$ cat src/rtl/rv_pkg.sv
// Shared types and funct3 encodings for the RV32M divide unit.
package rv_pkg;

  typedef enum logic [1:0] {DIV_IDLE, DIV_CALC, DIV_DONE} div_state_t;

  localparam logic [2:0] F3_DIV  = 3'b100;
  localparam logic [2:0] F3_DIVU = 3'b101;
  localparam logic [2:0] F3_REM  = 3'b110;
  localparam logic [2:0] F3_REMU = 3'b111;

endpackage

$ cat src/rtl/div_unit_step.sv
// One restoring-division iteration: shift in the next dividend bit, trial-subtract
// the divisor, keep the difference only when it does not go negative.
module div_step
  import rv_pkg::*;
#(
  parameter int XLEN = 32
) (
  input  logic [XLEN-1:0] rem,
  input  logic            dvdMsb,
  input  logic [XLEN-1:0] divisor,
  output logic [XLEN-1:0] remNext,
  output logic            qBit
);

  // One extra bit so the borrow of the trial subtract is exact.
  logic [XLEN:0] shifted;
  logic [XLEN:0] trial;

  always_comb begin
    shifted = {rem, dvdMsb};
    trial   = shifted - {1'b0, divisor};
    qBit    = ~trial[XLEN];
    remNext = qBit ? trial[XLEN-1:0] : shifted[XLEN-1:0];
  end

endmodule

$ cat src/rtl/div_unit.sv
// Iterative radix-2 restoring divider for DIV/DIVU/REM/REMU beside the EX-stage ALU.
// Build option DIV_EARLY_OUT_EN: divide-by-zero and signed overflow finish right after accept.
//
// state    | meaning
// DIV_IDLE | no operation pending, result holds last value
// DIV_CALC | one restoring iteration per clock, busy stalls the pipeline
// DIV_DONE | result valid, done pulses for this single cycle
module div_unit
  import rv_pkg::*;
#(
  parameter int XLEN = 32
) (
  input  logic            clk,
  input  logic            clr_n,
  input  logic            start,
  input  logic            flush,
  input  logic [2:0]      funct3,
  input  logic [XLEN-1:0] a,
  input  logic [XLEN-1:0] b,
  output logic            busy,
  output logic            done,
  output logic [XLEN-1:0] result
);

  localparam int CW = $clog2(XLEN);
  localparam logic [XLEN-1:0] MIN_NEG = {1'b1, {(XLEN-1){1'b0}}};

`ifdef DIV_EARLY_OUT_EN
  localparam bit EARLY_OUT = 1'b1;
`else
  localparam bit EARLY_OUT = 1'b0;
`endif

  div_state_t state, stateNext;

  logic [CW-1:0]   count;
  logic [XLEN-1:0] dq;
  logic [XLEN-1:0] remReg;
  logic [XLEN-1:0] divisor;
  logic [XLEN-1:0] aHold;
  logic            negQ, negR, isRem, specZero, specOvf;

  logic            inSigned, inRem, inZero, inOvf, inSpecial;
  logic            accept, lastIter;
  logic [XLEN-1:0] aAbs, bAbs;

  logic [XLEN-1:0] stepRem;
  logic            stepQ;
  logic [XLEN-1:0] qFin, qFix, rFix, finalRes;

  // RISC-V defined results: x/0 gives all-ones or the dividend, MIN/-1 gives MIN or 0.
  function automatic logic [XLEN-1:0] specialResult(input logic wantRem,
                                                    input logic byZero,
                                                    input logic [XLEN-1:0] dividend);
    if (byZero) return wantRem ? dividend : '1;
    return wantRem ? '0 : MIN_NEG;
  endfunction

  always_comb begin
    inSigned  = (funct3 == F3_DIV) || (funct3 == F3_REM);
    inRem     = (funct3 == F3_REM) || (funct3 == F3_REMU);
    inZero    = (b == '0);
    inOvf     = inSigned && (a == MIN_NEG) && (b == '1);
    inSpecial = inZero || inOvf;
    aAbs      = (inSigned && a[XLEN-1]) ? -a : a;
    bAbs      = (inSigned && b[XLEN-1]) ? -b : b;
    accept    = start && !flush && (state != DIV_CALC);
    lastIter  = (state == DIV_CALC) && (count == CW'(XLEN-1));
  end

  div_step #(.XLEN(XLEN)) uStep (
    .rem     (remReg),
    .dvdMsb  (dq[XLEN-1]),
    .divisor (divisor),
    .remNext (stepRem),
    .qBit    (stepQ)
  );

  always_comb begin
    qFin = {dq[XLEN-2:0], stepQ};
    qFix = negQ ? -qFin : qFin;
    rFix = negR ? -stepRem : stepRem;
    if (specZero || specOvf) finalRes = specialResult(isRem, specZero, aHold);
    else                     finalRes = isRem ? rFix : qFix;
  end

  always_ff @(posedge clk) begin
    if (!clr_n) state <= DIV_IDLE;
    else        state <= stateNext;
  end

  always_comb begin
    stateNext = state;
    unique case (state)
      DIV_IDLE, DIV_DONE: begin
        if (flush)      stateNext = DIV_IDLE;
        else if (start) stateNext = (EARLY_OUT && inSpecial) ? DIV_DONE : DIV_CALC;
        else            stateNext = DIV_IDLE;
      end
      DIV_CALC: begin
        if (flush)         stateNext = DIV_IDLE;
        else if (lastIter) stateNext = DIV_DONE;
      end
      default: stateNext = DIV_IDLE;
    endcase
  end

  always_comb begin
    busy = (state == DIV_CALC);
    done = (state == DIV_DONE);
  end

  // The dividend shifts out of the top of dq while quotient bits enter at the bottom.
  always_ff @(posedge clk) begin
    if (!clr_n) begin
      count    <= '0;
      dq       <= '0;
      remReg   <= '0;
      divisor  <= '0;
      aHold    <= '0;
      negQ     <= 1'b0;
      negR     <= 1'b0;
      isRem    <= 1'b0;
      specZero <= 1'b0;
      specOvf  <= 1'b0;
      result   <= '0;
    end else if (accept) begin
      count    <= '0;
      dq       <= aAbs;
      remReg   <= '0;
      divisor  <= bAbs;
      aHold    <= a;
      negQ     <= inSigned && (a[XLEN-1] ^ b[XLEN-1]);
      negR     <= inSigned && a[XLEN-1];
      isRem    <= inRem;
      specZero <= inZero;
      specOvf  <= inOvf;
      if (EARLY_OUT && inSpecial) result <= specialResult(inRem, inZero, a);
    end else if ((state == DIV_CALC) && !flush) begin
      dq     <= {dq[XLEN-2:0], stepQ};
      remReg <= stepRem;
      count  <= count + CW'(1);
      if (lastIter) result <= finalRes;
    end
  end

endmodule
$ cat config.mk
export PLATFORM = sky130hd
export DESIGN_NAME = div_unit
export DESIGN_NICKNAME = d
export VERILOG_FILES = /design/src/rtl/rv_pkg.sv /design/src/rtl/div_unit_step.sv /design/src/rtl/div_unit.sv
export SDC_FILE = /design/constraint.sdc
export NUM_CORES = 1
export LEC_CHECK = 0
export BUFFER_PORTS_ARGS = -buffer_cell sky130_fd_sc_hd__buf_2
export CAP_MARGIN = 10
export CORE_MARGIN = 4
export CORE_UTILIZATION = 45
export DETAILED_ROUTE_END_ITERATION = 6
export GPL_TIMING_DRIVEN = 1
export MAX_ROUTING_LAYER = met4
export PLACE_DENSITY = 0.65
export SKIP_LAST_GASP = 1
export SLEW_MARGIN = 40
export SYNTH_ARGS = -nofsm -noshare
export SYNTH_HDL_FRONTEND = slang
export SYNTH_SLANG_ARGS = --single-unit
$ cat constraint.sdc
create_clock -name clk -period 4.7 [get_ports clk]
set_input_delay 0.47 -clock clk [delete_from_list [all_inputs] [get_ports clk]]
set_output_delay 0.47 -clock clk [all_outputs]
set_load 0.02 [all_outputs]
Word-level counts from Yosys, hierarchy flattened

Index checks and enable logic that the tools add are counted.

Flip-flop bits (word level): 172
Word-level logic and storage cells: 71

$add $sub $neg: 6
Equal/unequal tests: 10
Muxes and demuxes: 20
Bitwise gates (word level): 4
Reduce and logical (&&, ||, !) cells: 19

Operators by type and width:

| kind                 | number |
|---|---|
| $mux 32              | 13 |
| $neg 32->32          | 4 |
| $eq 32x32->1 const B | 2 |
| $sub 33x32->33       | 1 |
| $logic_not 32->1     | 1 |
| $eq 3x3->1 const B   | 3 |
| $logic_and 1x1->1    | 9 |
| $add 5x1->5 const B  | 1 |
| $eq 5x5->1 const B   | 1 |
| $mux 1               | 4 |
| $mux 2               | 2 |
| $pmux 2 s2           | 1 |
| $reduce_or 2->1      | 2 |
| $logic_or 1x1->1     | 3 |
| $ne 3x2->1 const B   | 1 |
| $not 1->1            | 3 |
| $reduce_and 3->1     | 1 |
| $eq 2x1->1 const B   | 1 |
| $eq 2x2->1 const B   | 1 |
| $logic_not 2->1      | 1 |
| $ne 2x1->1 const B   | 1 |
| $reduce_bool 2->1    | 1 |
| $logic_not 1->1      | 1 |
| $xor 1x1->1          | 1 |

Longest topological paths before layout

Gate-level depths: netlist (run 1).

Word-level depth: 6
Depth in mapped cells: 22
Mapped depth without buffers: 20

Hierarchy

From an unflattened synthesis (run 1), not the netlist that was laid out.

Cell total of the unflattened synthesis: 1611
Area total of the unflattened synthesis: 12309.3 sq um

By module, submodules not included:

| module   | times used | cells each | area an instance (sq um) |
|---|---|---|---|
| div_unit | 1          | 1300       | 10053.4 |
| div_step | 1          | 311        | 2255.9 |

Worst setup path after synthesis (run 1)

Ideal clock, no wire load.

Path type: register to register
Start point: register dq[31]
End point: register result[30]
Library setup time: 0.069 ns
Arrival time: 4.699 ns
Required time: 4.631 ns
Setup slack: -0.068 ns
Stages on the path, launching flop included: 23
Path buffers: 2
Period minus slack after synthesis: 4.768 ns
Cells stage by stage: dfxtp_1 -> inv_1 -> ha_1 -> fa_1 -> nor2b_4 -> o31a_4 -> o211ai_2 -> a21oi_1 -> nor3_1 -> nor2_4 -> clkbuf_1 -> buf_2 -> nand2_1 -> a21boi_0 -> inv_1 -> ha_1 -> inv_1 -> nor3_1 -> a41o_1 -> or4b_4 -> or4_1 -> and3_1 -> o21ai_1

Longest elaborated chain between the ends: 6
Elaborated cells on any way between the ends: 9

Ends and longest elaborated chain:

| element                                     | RTL line                                 | RTL |
|---|---|---|
| from (decl)                                 | div_unit.sv:37                           | `logic [XLEN-1:0] dq;` |
| from (signal assigned)                      | div_unit.sv:129                          | `dq <= aAbs;` |
| from (signal assigned)                      | div_unit.sv:140                          | `dq <= {dq[XLEN-2:0], stepQ};` |
| $sub 33x32->33                              | div_unit_step.sv:21                      | `trial = shifted - {1'b0, divisor};` |
| $mux 32 / $not 1->1 (equally long branches) | div_unit_step.sv:23, div_unit_step.sv:22 |  |
| $neg 32->32, on equally long branches       | div_unit.sv:82, div_unit.sv:81           |  |
| $mux 32, on equally long branches           | div_unit.sv:82, div_unit.sv:81           |  |
| $mux 32 *                                   | div_unit.sv:84                           | `else finalRes = isRem ? rFix : qFix;` |
| $mux 32 *                                   | div_unit.sv:83                           | `if (specZero \|\| specOvf) finalRes = specialResult(isRem, specZero, aHold);` |
| to (signal assigned)                        | div_unit.sv:138                          | `if (EARLY_OUT && inSpecial) result <= specialResult(inRem, inZero, a);` |
| to (signal assigned)                        | div_unit.sv:143                          | `if (lastIter) result <= finalRes;` |
| to (decl)                                   | div_unit.sv:22                           | `output logic [XLEN-1:0] result` |

Mark *: on every way between the ends. The rest lies on a longest branch, timed or not.
A chain may end at the register's enable or synchronous reset.

Worst setup path in the final report (run 1)

Start point: register divisor[19]
End point: register result[30]

Longest elaborated chain between the ends: 6
Elaborated cells on any way between the ends: 9

Ends and longest elaborated chain:

| element                                     | RTL line                                 | RTL |
|---|---|---|
| from (decl)                                 | div_unit.sv:39                           | `logic [XLEN-1:0] divisor;` |
| from (signal assigned)                      | div_unit.sv:131                          | `divisor <= bAbs;` |
| $sub 33x32->33 *                            | div_unit_step.sv:21                      |  |
| $mux 32 / $not 1->1 (equally long branches) | div_unit_step.sv:23, div_unit_step.sv:22 |  |
| $neg 32->32, on equally long branches       | div_unit.sv:82, div_unit.sv:81           |  |
| $mux 32, on equally long branches           | div_unit.sv:82, div_unit.sv:81           |  |
| $mux 32 *                                   | div_unit.sv:84                           |  |
| $mux 32 *                                   | div_unit.sv:83                           |  |

Marked as above.

==> metrics, run 1 <==
GPL Wtd Cong 0.963; Routed Antenna Nets 0; synth unique cells 89; register area share after synthesis 27.2%; Die Ht 176 um; Die W 176 um; worst-path cell chain inv_1 > ha_1 > a21oi_1 > o21ai_2 > a311oi_1 > o31ai_1 > buf_4 > nor3_2 > nor2_4 > inv_2 > nor2_1 > a21oi_1 > ha_1 > inv_1 > nor3_1 > a41o_1 > or4b_4 > or4_1 > and3_1 > o21ai_1; DR DRC count 0; Final Cycle Share 94.8%; fin area 0.0142 mm2; RSZ-0062 raised after global routing true; Detailed Place HPWL 35.3 mm; number of max-cap violations 0; CP max FO 10; largest net degree at the start of global routing 82; Post-synth EDFFs 0; Clk pin slew, worst setup/hold paths 0.08 ns; critical hold path startpoint a[5]; total die area 0.0309 mm2; Slew HR 41.7%; placed cells 2,142; PortBufs 104; Max Freq 0.224 GHz; GRT Util Overall 29.8%; share of layout cells above drive strength 1 12.5%; cts hold-fix bufs 0; Mean Syn Cell Area 7.31 um2; DR iter-0 viols 1,424; initial core utilization 45.6%; Critical R2R Launch divisor[19]$_SDFFE_PN0P_; TritonCTS clock tree yes; clock root buffer clkbuf_16; drt pass-1 iters 6; IO Pins 105; syn nets 1,843; worst stage delay on the critical path 0.50 ns; Vias/cell 6.20; critical path arrival 4.84 ns; final hold violation count 0; WL/cell 21.1 um; crit path from divisor[19]$_SDFFE_PN0P_; FP Rows 61; number of synthesized register bits 172; CTS Sinks 172; Final Skew 0.0131 ns; Nets 1,894; Most used DFF post-synth dfxtp_1; Hold WS 0.284 ns; Max Slew Vio Count 0; leakage 5.36 nW; Syn Inst Count 1,732; power density cells 315 mW/mm2; area grow syn2layout 11.9%; CTS Buffer Depth 2; total gr overflow 0; final core utilization 51.0%; outcome finished, final reports clean; antenna cells 0; # Post-CTS Setup Buffers 0; Crit-path slowest cell or4b_4; clock latency at the later pin of the worst-skew pair 0.45 ns; worst-margin pin slew 0.867 ns; H-tree levels 4; synthesized cell area 0.0127 mm2; critical path launch point type flip-flop; Worst Setup Path Type flip-flop to flip-flop; Fillers 2,853; Worst Hold Class input pin to flip-flop; crit path time final 4.46 ns; asr flop ratio synth 0%; setup TNS 0 ns; Worst setup EP type flip-flop; Final setup viols 0; Placed Area 0.0135 mm2; vias in the first global route 12,122; post-CTS sizing 0; initial antenna violation count 0; critical path required time 5.08 ns; final wirelength 45.9 mm; core area 0.0278 mm2; VDD IR-drop max 0.000163 V; Finished Layout Cells 2,174; DR vias 13,475; Yosys warning total 0; first-pass GRT wire length 70.9 mm; Inserted Clock Buffers 17
[routing by layer]
| layer | global-route usage, % | routed length, um | vias to the layer above |
|---|---|---|---|
| met5 | - | 0 | - |
| met4 | 7.99 | 1110 | 0 |
| met3 | 4.89 | 4090 | 72 |
| met2 | 43.3 | 19400 | 602 |
| met1 | 43.0 | 21300 | 6356 |
| li1 | - | - | 6445 |
[path summary, 6_finish.rpt]
kind,end,slack (ns),depth (start not counted)
worst max register to register,result[30]$_SDFFE_PN0P_,0.24,20
worst max-delay path,result[30]$_SDFFE_PN0P_,0.24,20
worst min-delay path,aHold[5]$_SDFFE_PN0P_,0.28,3
worst min register to register,aHold[4]$_SDFFE_PN0P_,0.46,2
[registers in the layout, indices dropped and copies added (netlist names)]
name      flops
negR          1
negQ          1
count         5
specZero      1
specOvf       1
divisor      32
aHold        32
isRem         1
remReg       32
result       32
state         2
dq           32
[per-stage QoR]
stage,power (W),setup WS [ns]
final,0.00447,0.244
after global routing,0.00467,-0.0805
after CTS,0.00445,0.116
after detailed placement,0.00302,0.139
after global placement,0.00301,0.211
after floorplan,0.00255,0.0167
[layout by cell type, fill, tap and decap left out, types with 36 or more instances in the layout]
cell / netlist / layout
buf_4: 1 / 45
nand2_1: 195 / 194
ha_1: 39 / 39
dfxtp_1: 172 / 172
or3_1: 37 / 36
nor3_1: 49 / 47
xnor2_1: 69 / 69
a211oi_1: 89 / 89
a21oi_1: 166 / 165
nor2_1: 196 / 195
inv_1: 57 / 56
o21ai_0: 111 / 111
buf_2: 15 / 104
xor2_1: 45 / 45
[Yosys cell counts (4+ instances only)]
cell	n	area, um2
xor2_1	45	394
or4_1	13	97.6
nand3_1	20	100
a211o_1	4	35.0
o21ai_0	111	556
inv_1	57	214
clkbuf_1	91	342
o31a_1	6	52.6
a22oi_1	4	30.0
or2_2	4	25.0
and3_1	12	75.1
mux2i_1	26	260
mux2_2	5	56.3
nand2_1	195	732
o22ai_1	9	56.3
nand3b_1	4	30.0
a21o_1	18	135
and2_1	15	93.8
nand2b_1	10	62.6
dfxtp_1	172	3440
or3_1	37	231
nor4_1	13	81.3
buf_2	15	75.1
a211oi_1	89	668
o21a_1	10	75.1
nor2b_1	5	31.3
a21boi_0	7	52.6
a311oi_1	15	131
o211a_1	5	50.1
o221ai_1	7	61.3
a31oi_1	24	150
nand4_1	17	106
o211ai_1	17	128
o41ai_1	15	131
buf_1	10	37.5
xnor2_1	69	604
a21oi_1	166	831
ha_1	39	488
a21oi_2	4	35.0
o31ai_1	30	225
nor2_1	196	736
o21ai_1	7	35.0
a41oi_1	4	35.0
nor3_1	49	245
[worst max-delay path: cells and delay by family (launching register included)]
| kind | cells | cell delay [ns] |
|---|---|---|
| and+or+nand+nor | 7 | 1.65 |
| AOI/OAI and AO/OA | 7 | 1.40 |
| adders and majority gates | 2 | 0.55 |
| buffers and inverters | 4 | 0.46 |
| DFF | 1 | 0.34 |
[final cells by class]
class	instances	area [um2]	area share, %
clock inverter	15	173	1.22
tap	378	473	3.34
inverter	58	219	1.55
sequential	172	3440	24.3
multi-input combinational	1385	8570	60.5
timing repair buffer	149	858	6.06
clock buffer	17	425	3.00
[power by group]
part | switching (W) | internal (W) | leakage, nW
Combinational | 0.000949 | 0.000517 | 3.67
Clock | 0.000725 | 0.000717 | 0.292
Sequential | 0.0000501 | 0.00151 | 1.40
[cell families after synthesis]
logic type               count (synthesis)  synth area share, %
multiplexers                            31                 2.50
buffers and inverters                  175                 5.37
AO/OA/AOI/OAI                          591                 30.6
XOR/XNOR                               114                 7.89
AND/OR/NAND/NOR                        609                 22.4
adder cells (fa/ha/maj)                 40                 4.01
flip-flops                             172                 27.2
Power figures use the tool's default switching activity.
==> run 2: changes to the inputs <==
Settings changed: PLACE_DENSITY 0.65 to 0.74.
==> run 2 against run 1 <==
Against the previous run:
- register-to-register slack got worse by 0.02 ns
- cell area decreased by 0.54%
- sequential share of layout area increased by 0.13 points
- via count increased by 0.59%
- maximum frequency decreased by 0.38%
- worst hold slack about the same
- utilization decreased by 0.27 points
- total power decreased by 0.19%
- clock skew decreased by 0.00057 ns
- non-clock buffer count decreased by 9
- clock power about the same
- largest power group unchanged
==> metrics, run 2 (same netlist as run 1, synthesis figures left out) <==
Clock Power Share 32.3%; CP max FO 9; outcome finished, final reports clean; Final Cycle Share 95.2%; GRT Util Overall 29.4%; CTS Sinks 172; TritonCTS clock tree yes; Inserted Clock Buffers 17; Final setup viols 0; FP Rows 61; clock latency at the later pin of the worst-skew pair 0.45 ns; antenna cells 0; worst reg-to-reg setup slack 0.23 ns; Critical R2R Launch dq[31]$_SDFFE_PN0P_; commonest non-fill, non-tap cell in the layout nor2_1; DR DRC count 0; GPL Wtd Cong 0.995; most frequent cells in the layout 195 x nor2_1, 194 x nand2_1, 172 x dfxtp_1, 166 x a21oi_1, 111 x o21ai_0; crit path from dq[31]$_SDFFE_PN0P_; Slew HR 46.5%; final hold violation count 0; IO Pins 105; leakage 5.31 nW; initial core utilization 45.6%; CTS Buffer Depth 2; vias in the first global route 12,098; core area 0.0278 mm2; final wirelength 45.5 mm; total gr overflow 0; Max Freq 0.224 GHz; drt pass-1 iters 6; area grow syn2layout 11.3%; setup TNS 0 ns; P_int 0.00274 W; DR iter-0 viols 1,760; Reg2Reg Depth 21; VDD IR-drop max 0.000243 V; first-pass GRT wire length 70.0 mm; Max Slew Vio Count 0; Worst Hold Class input pin to flip-flop; Worst Setup Path Type flip-flop to flip-flop; critical path launch point type flip-flop; Die W 176 um; share of layout cells above drive strength 1 12.1%; worst-margin pin slew 0.803 ns; WL/cell 21.0 um; total power draw 0.00446 W; critical path arrival 4.85 ns; Sw Share 38.6%; number of max-cap violations 0; power density cells 317 mW/mm2; Final Skew 0.0125 ns; DR vias 13,554; Detailed Place HPWL 34.6 mm; Nets 1,885; Die Ht 176 um; Clk pin slew, worst setup/hold paths 0.08 ns; PortBufs 104; total die area 0.0309 mm2; Vias/cell 6.26; Worst setup EP type flip-flop; post-CTS sizing 0; crit path time final 4.47 ns; Routed Antenna Nets 0; cts hold-fix bufs 0; crit path capture result[30]$_SDFFE_PN0P_; Comb power frac 32.8%; sequential share of power 34.9%; H-tree levels 4; critical path required time 5.08 ns; clock root buffer clkbuf_16; Switch Pwr 0.00172 W; # Post-CTS Setup Buffers 0; reg-to-reg endpoint result[30]$_SDFFE_PN0P_; initial antenna violation count 0; largest net degree at the start of global routing 71
[run 2: cell count changes in the layout (fill, tap and decap cells not counted), moves of 3 or more]
cell	delta
inv_8	+3
clkinvlp_4	+3
clkinv_8	-4
buf_4	-10
[run 2: through the flow]
step / hold slack [ns] / std cells / worst slack [ns] / utilization [%] / instance area, um2
global placement: 0.433 / 2133 / 0.387 / 48.6 / 13500
finish: 0.284 / 2165 / 0.227 / 50.7 / 14100
CTS: 0.270 / 2165 / 0.235 / 50.7 / 14100
detailed placement: 0.444 / 2133 / 0.268 / 48.6 / 13500
floorplan: 0.433 / 1732 / 0.0167 / - / 12700
global route: 0.293 / 2165 / -0.0315 / 50.7 / 14100
[run 2: power by group through the flow]
| stage | clock network (W) | logic (W) | registers, W |
|---|---|---|---|
| after floorplan | 0 | 0.000983 | 0.00157 |
| after global placement | 0 | 0.00140 | 0.00159 |
| after detailed placement | 0 | 0.00141 | 0.00159 |
| after CTS | 0.00145 | 0.00142 | 0.00156 |
| after global routing | 0.00151 | 0.00157 | 0.00156 |
| final | 0.00144 | 0.00146 | 0.00156 |
[run 2: area by class of cell]
type / instances / area, um2
flip-flops and latches: 172 / 3440
multi-input cells: 1385 / 8570
clock inverters: 14 / 141
repair buffers: 140 / 803
well taps: 378 / 473
fillers: 2763 / 13700
clock buffers: 18 / 439
inverters: 58 / 219
[run 2: layer usage]
metal  vias up  routed length (um)  GRT usage [%]
li1       6436                   -              -
met1      6344               19900           40.7
met2       681               19900           43.7
met3        93                4400           5.60
met4         0                1340           8.74
met5         -                   0              -
[run 2: critical path, cell delays in order (launching register included)]
cell      delay (ns)
dfxtp_1         0.31
inv_1           0.13
ha_1            0.25
fa_2            0.28
nor2b_4         0.05
o31a_4          0.33
o211ai_2        0.21
a21oi_1         0.12
buf_4           0.16
nor3_2          0.20
nor2_4          0.08
inv_2           0.14
nor2_1          0.06
a21oi_1         0.18
ha_1            0.20
inv_1           0.07
nor3_1          0.17
a41o_1          0.25
or4b_4          0.51
or4_1           0.41
and3_1          0.18
o21ai_1         0.11
[run 2: how the worst min path moves through the flow]
stage                      startpoint                     end  depth (start not counted)
4_1_cts                          a[5]   aHold[5]$_SDFFE_PN0P_                          3
3_3_place_gp   result[4]$_SDFFE_PN0P_  result[4]$_SDFFE_PN0P_                          2
2_1_floorplan   aHold[0]$_SDFFE_PN0P_   aHold[0]$_SDFFE_PN0P_                          2
6_report                         a[5]   aHold[5]$_SDFFE_PN0P_                          3
5_1_grt                         a[16]  aHold[16]$_SDFFE_PN0P_                          3
3_5_place_dp    aHold[0]$_SDFFE_PN0P_   aHold[0]$_SDFFE_PN0P_                          2
==> run 3: changes to the inputs <==
Settings changed: CORE_MARGIN 4 to default.
==> run 3 against run 2 <==
Against the previous run:
- sequential power is essentially flat
- non-clock buffer count grew 3
- final cell count grew 0.14%
- utilization grew 0.21 points
- sequential share of layout area is essentially flat
- clock-buffer cell count is the same
- largest cell class unchanged
==> metrics, run 3 (same netlist as run 1, synthesis figures left out) <==
outcome finished, final reports clean; Setup WS pre-CTS 0.129 ns; DR iter-0 viols 1,768; Sw Share 38.7%; final core utilization 50.9%; M3 GR Usage 5.08%; share of layout cells above drive strength 1 12.3%; cts hold-fix bufs 0; Max Slew Vio Count 0; Vias/cell 6.22; WL/cell 20.7 um; crit path time final 4.50 ns; setup TNS 0 ns; vias in the first global route 11,991; H-tree levels 4; DR DRC count 0; crit path from remReg[17]$_SDFFE_PP0P_; Clk pin slew, worst setup/hold paths 0.08 ns; clock root buffer clkbuf_16; Worst setup EP type flip-flop; drt pass-1 iters 6; Fillers 2,755; Final Cycle Share 95.8%; Worst Setup Path Type flip-flop to flip-flop; Max Freq 0.222 GHz; final worst slack 0.195 ns; Detailed Place HPWL 33.7 mm; core area 0.0277 mm2; Clock Power Share 32.0%; CP max FO 9; Die W 170 um; antenna cells 0; most frequent cells in the layout 195 x nor2_1, 194 x nand2_1, 172 x dfxtp_1, 165 x a21oi_1, 111 x o21ai_0; area of the multi-input gates 0.00858 mm2; Comb power frac 33.1%; GRT Util Overall 31.7%; total die area 0.0288 mm2; PortBufs 104; GPL Wtd Cong 0.955; hold path cells 3; Slew HR 42.9%; Critical R2R Launch remReg[17]$_SDFFE_PP0P_; largest net degree at the start of global routing 68; FP Rows 61; power density cells 316 mW/mm2; leakage 5.32 nW; critical path required time 5.09 ns; TritonCTS clock tree yes; DR vias 13,485; # Post-CTS Setup Buffers 0; Hold WS 0.281 ns; met2 Use GR 47.4%; CTS Sinks 172; Inserted Clock Buffers 17; final wirelength 44.8 mm; Switch Pwr 0.00173 W; first-pass GRT wire length 68.4 mm; critical hold path startpoint a[16]; area grow syn2layout 11.4%; layer with the highest usage met2; Routed Antenna Nets 0; worst reg-to-reg setup slack 0.20 ns; FF/Latch Area 0.00344 mm2; CTS Buffer Depth 2; initial antenna violation count 1; sequential share of power 34.8%; clock latency at the later pin of the worst-skew pair 0.46 ns; Final Skew 0.0132 ns; number of max-cap violations 0; met1 usage 43.4%; Reg2Reg Depth 19; worst-margin pin slew 0.850 ns; final hold violation count 0; Nets 1,888; Finished Layout Cells 2,168; initial core utilization 45.7%; reg-to-reg endpoint result[30]$_SDFFE_PN0P_; total gr overflow 0; Final setup viols 0; placed cells 2,136; crit path capture result[30]$_SDFFE_PN0P_; Die Ht 170 um; IO Pins 105; critical path arrival 4.90 ns; P_int 0.00273 W; Worst Hold Class input pin to flip-flop; commonest non-fill, non-tap cell in the layout nor2_1; VDD IR-drop max 0.000233 V; critical path launch point type flip-flop
## run 3: how the worst min path moves through the flow
stage / end
after floorplan: aHold[0]$_SDFFE_PN0P_
after global placement: aHold[1]$_SDFFE_PN0P_
after detailed placement: result[4]$_SDFFE_PN0P_
after CTS: isRem$_SDFFE_PN0P_
after global routing: aHold[13]$_SDFFE_PN0P_
final: aHold[16]$_SDFFE_PN0P_
## run 3: power by group through the flow
stage	clock network [W]	registers (W)	logic, W
floorplan	0	0.00157	0.000983
global placement	0	0.00159	0.00142
CTS	0.00143	0.00155	0.00143
finish	0.00143	0.00156	0.00148
detailed placement	0	0.00159	0.00143
global route	0.00149	0.00156	0.00158
## run 3: repair_timing
| item | CTS | global route |
|---|---|---|
| resized for setup | 0 | 8 |
| setup endpoints to repair | 0 | 3 |
| hold endpoints to repair | 0 | 0 |
## run 3: critical path, stage by stage, from the launching register on
cell	delay, ns
dfxtp_1	0.36
ha_1	0.43
nand2_1	0.15
o21ai_2	0.24
a311oi_1	0.13
o31ai_1	0.43
buf_4	0.22
o21a_1	0.19
nor2_4	0.07
inv_2	0.12
nor2_1	0.06
a21oi_1	0.17
ha_1	0.20
inv_1	0.07
nor3_1	0.18
a41o_1	0.25
or4b_4	0.47
or4_1	0.40
and3_1	0.18
o21ai_1	0.11
## run 3: area by class of cell
type / instances / share of cell area [%]
multi-input cells: 1385 / 60.8
flip-flops and latches: 172 / 24.4
repair buffers: 143 / 5.76
well taps: 378 / 3.35
clock buffers: 18 / 3.04
inverters: 58 / 1.55
clock inverters: 14 / 1.04
## run 3: per-stage QoR
| step | area (um2) | total power, W |
|---|---|---|
| after detailed placement | 13500 | 0.00301 |
| after global routing | 14100 | 0.00463 |
| after global placement | 13500 | 0.00301 |
| after CTS | 14100 | 0.00441 |
| after floorplan | 12700 | 0.00255 |
| final | 14100 | 0.00446 |
## run 3: layer usage
metal | vias up | part of all wire [%]
li1 | 6425 | -
met1 | 6279 | 44
met2 | 690 | 44
met3 | 91 | 9.3
met4 | 0 | 2.7
met5 | - | 0
